===== src/rtl/insn_fetch_queue_pkg.sv =====
// Shared definitions for the instruction fetch unit with prefetch queue.
package insn_fetch_queue_pkg;

    localparam int unsigned IFQ_LEN_INSN      = 32;
    localparam int unsigned IFQ_MEM_INSN_ADDR = 10;
    localparam int unsigned IFQ_DEPTH         = 4;

    // Fetch mode; FLUSH marks the cycle after a redirect
    typedef enum logic [1:0] {
        ST_RUN   = 2'd0,
        ST_HOLD  = 2'd1,
        ST_FLUSH = 2'd2
    } fetch_state_e;

    // Reserved for tagging why a redirect happened
    typedef enum logic [1:0] {
        RD_NONE      = 2'd0,
        RD_BRANCH    = 2'd1,
        RD_JUMP      = 2'd2,
        RD_EXCEPTION = 2'd3
    } redirect_reason_e;

    // Occupancy counter width for a queue of the given depth
    function automatic int unsigned cnt_width(input int unsigned depth);
        return $clog2(depth) + 1;
    endfunction

endpackage


===== src/rtl/insn_fetch_queue_if.sv =====
// Fetch unit bus bundle: control, instruction memory port and decode handshake.
interface insn_fetch_queue_if #(
    parameter int unsigned LEN_INSN      = insn_fetch_queue_pkg::IFQ_LEN_INSN,
    parameter int unsigned MEM_INSN_ADDR = insn_fetch_queue_pkg::IFQ_MEM_INSN_ADDR,
    parameter int unsigned DEPTH         = insn_fetch_queue_pkg::IFQ_DEPTH
) ();

    localparam int unsigned CNT_W = insn_fetch_queue_pkg::cnt_width(DEPTH);

    logic                     en_i;
    logic                     redirect_i;
    logic [MEM_INSN_ADDR-1:0] redirect_addr_i;
    logic                     mem_rd_o;
    logic [MEM_INSN_ADDR-1:0] mem_addr_o;
    logic [LEN_INSN-1:0]      mem_q_i;
    logic                     valid_o;
    logic                     ready_i;
    logic [LEN_INSN-1:0]      insn_o;
    logic [MEM_INSN_ADDR-1:0] addr_o;
    logic [CNT_W-1:0]         count_o;

    // Fetch unit side
    modport master (
        input  en_i, redirect_i, redirect_addr_i, mem_q_i, ready_i,
        output mem_rd_o, mem_addr_o, valid_o, insn_o, addr_o, count_o
    );

    // Memory / decode / control side
    modport slave (
        output en_i, redirect_i, redirect_addr_i, mem_q_i, ready_i,
        input  mem_rd_o, mem_addr_o, valid_o, insn_o, addr_o, count_o
    );

endinterface


===== src/rtl/insn_fetch_queue_fetch_fifo.sv =====
// Prefetch queue: DEPTH x WIDTH circular buffer with push/pop/flush and head view.
module insn_fetch_queue_fetch_fifo #(
    parameter int unsigned DEPTH = 4,
    parameter int unsigned WIDTH = 42
) (
    input  logic                       clk,
    input  logic                       rst,
    input  logic                       push,
    input  logic                       pop,
    input  logic                       flush,
    input  logic [WIDTH-1:0]           din,
    output logic [$clog2(DEPTH):0]     count,
    output logic [WIDTH-1:0]           head
);

    localparam int unsigned PTR_W = $clog2(DEPTH);
    localparam int unsigned CNT_W = PTR_W + 1;

    logic [WIDTH-1:0] mem_q [DEPTH];
    logic [PTR_W-1:0] rd_ptr_q;
    logic [PTR_W-1:0] wr_ptr_q;
    logic [CNT_W-1:0] count_q;

    // Storage; cleared on reset so the head reads zero before the first fill
    always_ff @(posedge clk or negedge rst) begin
        if (!rst) begin
            for (int i = 0; i < int'(DEPTH); i++) begin
                mem_q[i] <= '0;
            end
        end else if (push && !flush) begin
            mem_q[wr_ptr_q] <= din;
        end
    end

    // Pointers and occupancy; flush wins over push/pop
    always_ff @(posedge clk or negedge rst) begin
        if (!rst) begin
            rd_ptr_q <= '0;
            wr_ptr_q <= '0;
            count_q  <= '0;
        end else if (flush) begin
            rd_ptr_q <= '0;
            wr_ptr_q <= '0;
            count_q  <= '0;
        end else begin
            if (push) begin
                wr_ptr_q <= wr_ptr_q + PTR_W'(1);
            end
            if (pop) begin
                rd_ptr_q <= rd_ptr_q + PTR_W'(1);
            end
            if (push && !pop) begin
                count_q <= count_q + CNT_W'(1);
            end else if (pop && !push) begin
                count_q <= count_q - CNT_W'(1);
            end
        end
    end

    assign count = count_q;
    assign head  = mem_q[rd_ptr_q];

    // Credit logic upstream must never overfill or underflow the queue
    a_no_overflow: assert property (@(posedge clk) disable iff (!rst)
        (push && !pop && !flush) |-> (count_q < CNT_W'(DEPTH)));
    a_no_underflow: assert property (@(posedge clk) disable iff (!rst)
        (pop && !flush) |-> (count_q != '0));

endmodule


===== src/rtl/insn_fetch_queue.sv =====
// Instruction fetch unit: pc, single in-flight read tracking, credit-based issue
// into a prefetch queue, redirect flush and decode valid/ready handshake.
// Optional build macro INSN_FETCH_BYPASS_EN forwards a return straight to decode
// when the queue is empty (one cycle less latency).
module insn_fetch_queue #(
    parameter int unsigned              LEN_INSN      = insn_fetch_queue_pkg::IFQ_LEN_INSN,
    parameter int unsigned              MEM_INSN_ADDR = insn_fetch_queue_pkg::IFQ_MEM_INSN_ADDR,
    parameter int unsigned              DEPTH         = insn_fetch_queue_pkg::IFQ_DEPTH,
    parameter logic [MEM_INSN_ADDR-1:0] RESET_ADDR    = '0
) (
    input logic                clk,
    input logic                rst,
    insn_fetch_queue_if.master bus
);

    import insn_fetch_queue_pkg::*;

    localparam int unsigned CNT_W = cnt_width(DEPTH);
    localparam int unsigned CRD_W = CNT_W + 1;
    localparam int unsigned ENT_W = LEN_INSN + MEM_INSN_ADDR;

    logic [MEM_INSN_ADDR-1:0] pc_q;
    logic [MEM_INSN_ADDR-1:0] inflight_addr_q;
    logic                     inflight_q;
    fetch_state_e             state_q;

    logic [CNT_W-1:0]         fifo_count;
    logic [ENT_W-1:0]         fifo_head;
    logic                     ret_c;
    logic                     fifo_pop_c;
    logic                     fifo_push_c;
    logic                     issue_c;
    logic [CRD_W-1:0]         credit_c;

    // A return is live unless a redirect kills it this cycle
    assign ret_c      = inflight_q & ~bus.redirect_i;
    assign fifo_pop_c = bus.ready_i & (fifo_count != '0) & ~bus.redirect_i;

`ifdef INSN_FETCH_BYPASS_EN
    logic bypass_c;
    // Empty queue: show the returning word directly; consumed if decode is ready
    assign bypass_c    = ret_c & (fifo_count == '0);
    assign fifo_push_c = ret_c & ~(bypass_c & bus.ready_i);
`else
    assign fifo_push_c = ret_c;
`endif

    // Outstanding words with this cycle's pop already credited back
    assign credit_c = CRD_W'(fifo_count) + CRD_W'(inflight_q) - CRD_W'(fifo_pop_c);
    assign issue_c  = rst & bus.en_i & ~bus.redirect_i & (credit_c < CRD_W'(DEPTH));

    // Program counter and in-flight read tracking
    always_ff @(posedge clk or negedge rst) begin
        if (!rst) begin
            pc_q            <= RESET_ADDR;
            inflight_q      <= 1'b0;
            inflight_addr_q <= '0;
        end else if (bus.redirect_i) begin
            pc_q       <= bus.redirect_addr_i;
            inflight_q <= 1'b0;
        end else begin
            inflight_q <= issue_c;
            if (issue_c) begin
                pc_q            <= pc_q + MEM_INSN_ADDR'(1);
                inflight_addr_q <= pc_q;
            end
        end
    end

    // Fetch mode tracker: any -> FLUSH on redirect, otherwise RUN/HOLD by enable
    always_ff @(posedge clk or negedge rst) begin
        if (!rst) begin
            state_q <= ST_HOLD;
        end else if (bus.redirect_i) begin
            state_q <= ST_FLUSH;
        end else begin
            case (state_q)
                ST_RUN, ST_HOLD, ST_FLUSH: state_q <= bus.en_i ? ST_RUN : ST_HOLD;
                default:                   state_q <= ST_HOLD;
            endcase
        end
    end

    insn_fetch_queue_fetch_fifo #(
        .DEPTH (DEPTH),
        .WIDTH (ENT_W)
    ) u_fetch_fifo (
        .clk   (clk),
        .rst   (rst),
        .push  (fifo_push_c),
        .pop   (fifo_pop_c),
        .flush (bus.redirect_i),
        .din   ({bus.mem_q_i, inflight_addr_q}),
        .count (fifo_count),
        .head  (fifo_head)
    );

    assign bus.mem_rd_o   = issue_c;
    assign bus.mem_addr_o = pc_q;
    assign bus.count_o    = fifo_count;

`ifdef INSN_FETCH_BYPASS_EN
    assign bus.valid_o = (fifo_count != '0) | bypass_c;
    assign bus.insn_o  = bypass_c ? bus.mem_q_i : fifo_head[ENT_W-1:MEM_INSN_ADDR];
    assign bus.addr_o  = bypass_c ? inflight_addr_q : fifo_head[MEM_INSN_ADDR-1:0];
`else
    assign bus.valid_o = (fifo_count != '0);
    assign bus.insn_o  = fifo_head[ENT_W-1:MEM_INSN_ADDR];
    assign bus.addr_o  = fifo_head[MEM_INSN_ADDR-1:0];
`endif

endmodule


===== src/flat_wrapper.sv =====
// flat-port wrapper written by rule: the top's interface ports become plain ports
module insn_fetch_queue_flat import insn_fetch_queue_pkg::*;
#(
    parameter int unsigned              LEN_INSN      = insn_fetch_queue_pkg::IFQ_LEN_INSN,
    parameter int unsigned              MEM_INSN_ADDR = insn_fetch_queue_pkg::IFQ_MEM_INSN_ADDR,
    parameter int unsigned              DEPTH         = insn_fetch_queue_pkg::IFQ_DEPTH,
    parameter logic [MEM_INSN_ADDR-1:0] RESET_ADDR    = '0
)
  (clk, rst, bus_en_i, bus_redirect_i, bus_redirect_addr_i, bus_mem_q_i, bus_ready_i, bus_mem_rd_o, bus_mem_addr_o, bus_valid_o, bus_insn_o, bus_addr_o, bus_count_o);
  insn_fetch_queue_if #(.LEN_INSN(LEN_INSN), .MEM_INSN_ADDR(MEM_INSN_ADDR), .DEPTH(DEPTH)) bus_i ();
  input logic clk;
  input logic rst;
  input wire logic [$bits(bus_i.en_i)-1:0] bus_en_i;
  input wire logic [$bits(bus_i.redirect_i)-1:0] bus_redirect_i;
  input wire logic [$bits(bus_i.redirect_addr_i)-1:0] bus_redirect_addr_i;
  input wire logic [$bits(bus_i.mem_q_i)-1:0] bus_mem_q_i;
  input wire logic [$bits(bus_i.ready_i)-1:0] bus_ready_i;
  output wire logic [$bits(bus_i.mem_rd_o)-1:0] bus_mem_rd_o;
  output wire logic [$bits(bus_i.mem_addr_o)-1:0] bus_mem_addr_o;
  output wire logic [$bits(bus_i.valid_o)-1:0] bus_valid_o;
  output wire logic [$bits(bus_i.insn_o)-1:0] bus_insn_o;
  output wire logic [$bits(bus_i.addr_o)-1:0] bus_addr_o;
  output wire logic [$bits(bus_i.count_o)-1:0] bus_count_o;
  assign bus_i.en_i = bus_en_i;
  assign bus_i.redirect_i = bus_redirect_i;
  assign bus_i.redirect_addr_i = bus_redirect_addr_i;
  assign bus_i.mem_q_i = bus_mem_q_i;
  assign bus_i.ready_i = bus_ready_i;
  assign bus_mem_rd_o = bus_i.mem_rd_o;
  assign bus_mem_addr_o = bus_i.mem_addr_o;
  assign bus_valid_o = bus_i.valid_o;
  assign bus_insn_o = bus_i.insn_o;
  assign bus_addr_o = bus_i.addr_o;
  assign bus_count_o = bus_i.count_o;
  insn_fetch_queue #(.LEN_INSN(LEN_INSN), .MEM_INSN_ADDR(MEM_INSN_ADDR), .DEPTH(DEPTH), .RESET_ADDR(RESET_ADDR)) u_core (.clk(clk), .rst(rst), .bus(bus_i));
endmodule

===== config.mk =====
export PLATFORM = sky130hd
export DESIGN_NAME = insn_fetch_queue_flat
export DESIGN_NICKNAME = d
export VERILOG_FILES = /design/src/rtl/insn_fetch_queue_pkg.sv /design/src/rtl/insn_fetch_queue_if.sv /design/src/rtl/insn_fetch_queue_fetch_fifo.sv /design/src/rtl/insn_fetch_queue.sv /design/src/flat_wrapper.sv
export SDC_FILE = /design/constraint.sdc
export NUM_CORES = 1
export LEC_CHECK = 0
export ABC_AREA = 1
export CAP_MARGIN = 15
export CORE_ASPECT_RATIO = 1.4
export CORE_UTILIZATION = 51
export DETAILED_ROUTE_END_ITERATION = 7
export PLACE_DENSITY_LB_ADDON = 0.08
export SLEW_MARGIN = 40
export SYNTH_ARGS = -nofsm -noshare
export SYNTH_HDL_FRONTEND = slang
export SYNTH_HIERARCHICAL = 1
export SYNTH_SLANG_ARGS = --single-unit

===== constraint.sdc =====
create_clock -name clk -period 3.4 [get_ports clk]
set_clock_uncertainty 0.2 [all_clocks]
set_input_delay 0.68 -clock clk [delete_from_list [all_inputs] [get_ports clk]]
set_output_delay 0.68 -clock clk [all_outputs]
set_load 0.005 [all_outputs]

Yosys cells after proc, flatten, opt, wreduce, memory -nomap -nowiden --
Index checks and enable logic that the tools add are counted.
Word-level totals: bits in registers 196, input bits 47, output and inout bits 57, word-level logic and storage cells 59
Cells by class: add/subtract/negate cells 7, $lt $le $gt $ge 4, mux-type cells 16, bitwise logic cells 9, reduce and logical (&&, ||, !) cells 13
Operators by type and width (count):
- $bwmux W168 | 1
- $mux W42 | 3
- $bmux W42 S2 | 1
- $demux W42 S2 | 1
- $mux W10 | 2
- $add A10 B1 Y10 const B | 1
- $mux W3 | 3
- $mux W2 | 4
- $and A1 B1 Y1 | 6
- $ge A3 B3 Y1 const B | 2
- $not A2 Y3 | 2
- $reduce_bool A2 Y1 | 3
- $reduce_bool A3 Y1 | 2
- $add A2 B1 Y2 const B | 2
- $add A3 B1 Y4 | 1
- $logic_and A1 B1 Y1 | 4
- $lt A4 B3 Y1 const B | 1
- $sub A4 B1 Y4 | 1
- $add A3 B1 Y3 const B | 1
- $logic_not A1 Y1 | 3
- $lt A3 B1 Y1 const B | 1
- $sub A3 B1 Y3 const B | 1
- $reduce_and A2 Y1 | 1
- $mux W1 | 1
- $not A1 Y1 | 1

Logic depth before layout (Yosys ltp) --
depth in word-level cells 8, depth in mapped cells 18, depth with buffers taken out 15

By module --
The synthesis kept the hierarchy.
By module, submodules not included:
- insn_fetch_queue_fetch_fifo | times used 1, cells each 877, area each 7846.3 um2
- insn_fetch_queue | times used 1, cells each 181, area each 1265.0 um2

Worst setup path after synthesis --
OpenSTA, ideal clock, no wires.
path kind in2out, start in bus_redirect_i, end out bus_mem_rd_o, data arrival time 2.501 ns, data required time 2.520 ns, setup slack 0.019 ns, stages 16, path through buf_6 > inv_2 > buf_2 > nand2_1 > nor2_1 > ha_1 > inv_1 > ha_1 > nand3_1 > nand2_1 > nand2_1 > nand2_1 > nor2_2 > nand2_2 > buf_6 > inv_2
Between the ends: word-level cells in the longest chain between the ends 5
RTL lines:
- start, declared | RTL line flat_wrapper.sv:14 | input wire logic [$bits(bus_i.redirect_i)-1:0] bus_redirect_i;
- $not A1 Y1 (no source line)
- $and A1 B1 Y1 | RTL line insn_fetch_queue.sv:37 | assign fifo_pop_c = bus.ready_i & (fifo_count != '0) & ~bus.redirect_i;
- named net u_core.fifo_pop_c | RTL line insn_fetch_queue.sv:30 | logic fifo_pop_c;
- $sub A4 B1 Y4 | RTL line insn_fetch_queue.sv:49 | assign credit_c = CRD_W'(fifo_count) + CRD_W'(inflight_q) - CRD_W'(fifo_pop_c);
- $lt A4 B3 Y1 | RTL line insn_fetch_queue.sv:50 | assign issue_c = rst & bus.en_i & ~bus.redirect_i & (credit_c < CRD_W'(DEPTH));
- $and A1 B1 Y1 | RTL line insn_fetch_queue.sv:50
- end, declared | RTL line flat_wrapper.sv:18 | output wire logic [$bits(bus_i.mem_rd_o)-1:0] bus_mem_rd_o;
The timed path passes the listed nets, and every way through them passes these cells.

Final worst setup path --
start in bus_ready_i, end out bus_mem_rd_o
Between the ends: word-level cells in the longest chain between the ends 5
RTL lines:
- start, declared | RTL line flat_wrapper.sv:17 | input wire logic [$bits(bus_i.ready_i)-1:0] bus_ready_i;
- $and A1 B1 Y1 (2 in a row) | RTL line insn_fetch_queue.sv:37
- named net u_core.fifo_pop_c | RTL line insn_fetch_queue.sv:30
- $sub A4 B1 Y4 | RTL line insn_fetch_queue.sv:49
- $lt A4 B3 Y1 | RTL line insn_fetch_queue.sv:50
- $and A1 B1 Y1 | RTL line insn_fetch_queue.sv:50
The timed path passes the listed nets, and every way through them passes these cells.

==> metrics.txt <==
run status=completed; DP Worst Slack=-272.7 ps; slowest cell on the critical path=clkdlybuf4s50_1; Routed Wire Length=20.30 mm; final worst-path cycle share=94.54%; multiplexer area fraction after synthesis=0%; Die Y-Extent=160.2 um; drt wl/cell=14.67 um; Via density=5.236; GPL Wtd Cong=0.7987; main combinational cell family by area after synthesis=compound AO/OA/AOI/OAI gates; Fin. Hold Viols=0; Critical Path End Type=output pin; #FFs+latches synth=196; initial antenna violation count=0; first-pass GRT wire length=34.80 mm; worst path cell trace=clkdlybuf4s50_1 > nand2_1 > nor2_2 > ha_2 > inv_2 > ha_4 > nand3_1 > nand2_1 > nand2_1 > nand2_1 > nor2_2 > nand2_2 > inv_2 > clkbuf_2; Initial DRC Count=447; input/output buffers=103; CTS tree=built; min Tclk post-route=3214 ps; most used cell, CP=nand2_1; LEAKAGE=5.222 nW; RR Startpoint=u_core/u_fetch_fifo/count[2]$_DFFE_PN0P_; fmax=311.1 MHz; # rows=57; reg2reg end=u_core/bus.mem_addr_o[4]$_DFFE_PN0P_; Yosys top cell by area=dfrtp_1; vias in the first global route=7,233; relative slew slack=56.01%; Post-route DRC=0; Setup TNS=0 ps; Power per Cell Area=705.6 mW/mm2; Adder-Cell Fraction of Synth Area=1.318%; chip width=115.0 um; Synth cell types=26; yosys warns=6; Max Cap Viol=0; Startpoint Class=input port; H-tree levels=4; compound-gate portion of the synthesized area=18.99%; IO Count=104; placed instance area=0.01019 mm2; synth top area cells=dfrtp_1, nand2_1, o21ai_0, o21ai_1, nor2_1; Tightest Pin Transition=659.8 ps; Total Routing Usage GR=23.96%; cells on worst reg2reg path=14; later-pin clock latency in the skew report=420 ps; VDD IR max=0.4035 mV; area taken by multi-input logic gates=0.003445 mm2; Num CTS Buffers=17; CTS Sinks=196; Post-CTS Setup Inserts=0; fillers=1,557; Worst Path Buf+Inv=4; Top Family by Delay on Critical Path=buffers and inverters; cell count after synthesis=1,058; max incr delay on CP=460 ps; Synth top area share=53.83%; Setup WS post-layout=185.6 ps; GRT overflow=0; arrival time at the worst endpoint=2330 ps; core area=0.01740 mm2; Reg2Reg Setup Slack=960 ps; Netlist Area Pre-Place=0.009111 mm2; share of cells above drive strength 1=8.537%; fraction of the yosys area taken by sequential cells=53.83%; Final Max Tran Viols=0; hold slack=236.6 ps; Reg area=0.004906 mm2; Critical Path RT=2520 ps; dpl hpwl=12.16 mm; Layout area overhead=19.40%; final setup fails=0; simple-gate portion of the synthesized area=17.30%; pin count of the biggest net entering global routing=86; Final Instance Area=0.01088 mm2; RSZ-0062 raised after global routing=no; Clock Root Buffer=clkbuf_16; first-pass iteration count of the detailed router=5; XOR/XNOR Fraction of Synth Area=0%; CP Max Fanout=2; post-route ant nets=0; synthesized area per cell=8.612 um2; Max clock buf depth=2; most frequent cells in the layout=nand2_1, dfrtp_1, o21ai_0, clkdlybuf4s50_1, nor2_1; WS Path Type=input port to output pin; Synth Net Count=1,114; clk slew on worst S/H paths=70 ps; vias after detailed routing=7,246; nets@finish=1,192; CTS Hold Bufs=0; Initial Util=52.36%; die area=0.01841 mm2; ANT cells=0; commonest non-fill, non-tap cell in the layout=nand2_1; Hold Crit Class=input port to asynchronous set/reset pin
-- layer usage --
layer / track usage (%) / up-vias / wire [um]
li1: - / 3632 / -
met1: 31.10 / 3476 / 9349
met2: 40.94 / 124 / 10160
met3: 4.516 / 14 / 629
met4: 6.080 / 0 / 163
met5: 0 / - / 0
-- report_power, final --
group,switching [W],internal (W),leakage [nW]
registers,0.000228,0.00271,2.67
logic,0.00121,0.00126,2.22
clock network,0.000851,0.00142,0.330
total,0.00229,0.00539,5.22
-- worst register-to-register path, stage by stage, from the launching register on --
cell and delay [ps]:
dfrtp_1 380, nor3_1 300, nor2_2 70, ha_2 190
inv_2 60, ha_4 190, nand3_1 70, nand2_1 60
nor2_1 110, nor2_2 50, nand2_2 80, buf_4 320
nand2_8 120, nand2_1 80, nand2_1 50
-- worst max path at each step --
stage | start | end | slack, ps | depth (start not counted)
5_1_grt | bus_ready_i | bus_mem_rd_o | 10 | 14
2_1_floorplan | bus_redirect_i | bus_mem_rd_o | 20 | 16
3_5_place_dp | bus_redirect_i | bus_mem_rd_o | -270 | 15
6_report | bus_ready_i | bus_mem_rd_o | 190 | 14
3_3_place_gp | bus_redirect_i | bus_mem_rd_o | -260 | 15
4_1_cts | bus_redirect_i | bus_mem_rd_o | 30 | 15
-- state kept, by name (all words and copies together) (netlist names) --
register	flops
u_core/u_fetch_fifo/mem_q	168
u_core/u_fetch_fifo/wr_ptr_q	2
u_core/inflight_addr_q	10
u_core/bus.mem_addr_o	10
u_core/u_fetch_fifo/count	3
u_core/inflight_q	1
u_core/u_fetch_fifo/rd_ptr_q	2
-- area by class of cell --
cell class	instances	area share, %
Sequential cell	196	45.09
Multi-Input combinational cell	719	31.66
Timing Repair Buffer	127	11.72
Clock buffer	19	4.163
Tap cell	236	2.714
Inverter	75	2.588
Clock inverter	12	2.059
-- Yosys cell counts, drive strengths merged --
cell / number
dfrtp: 196
o22ai: 42
nor2: 97
a21oi: 5
buf: 44
o21bai: 1
nand4: 4
fa: 1
inv: 75
nor3: 1
clkbuf: 24
nand2: 268
o31ai: 1
nand3: 23
ha: 8
o21ai: 268
-- cell families (layout without fill, tap and decap cells) --
group,count (synthesis),count (layout)
and+or+nand+nor,393,393
AOI/OAI and AO/OA,317,317
DFF,196,196
buffers and inverters,143,233
adders and majority gates,9,9
-- timing repair --
item | in CTS | in global routing
resized for setup | 2 | 6
setup endpoints to repair | 1 | 1
pin swaps | 1 | 9
-- stage by stage --
step	std cells	power [W]	util [%]
3_3_place_gp	1353	0.005413	58.54
3_5_place_dp	1353	0.005449	58.54
4_1_cts	1384	0.007746	62.44
2_1_floorplan	1058	0.004220	-
6_report	1384	0.007677	62.52
5_1_grt	1384	0.008185	62.52
No activity file was read; power rests on OpenSTA's default activity.
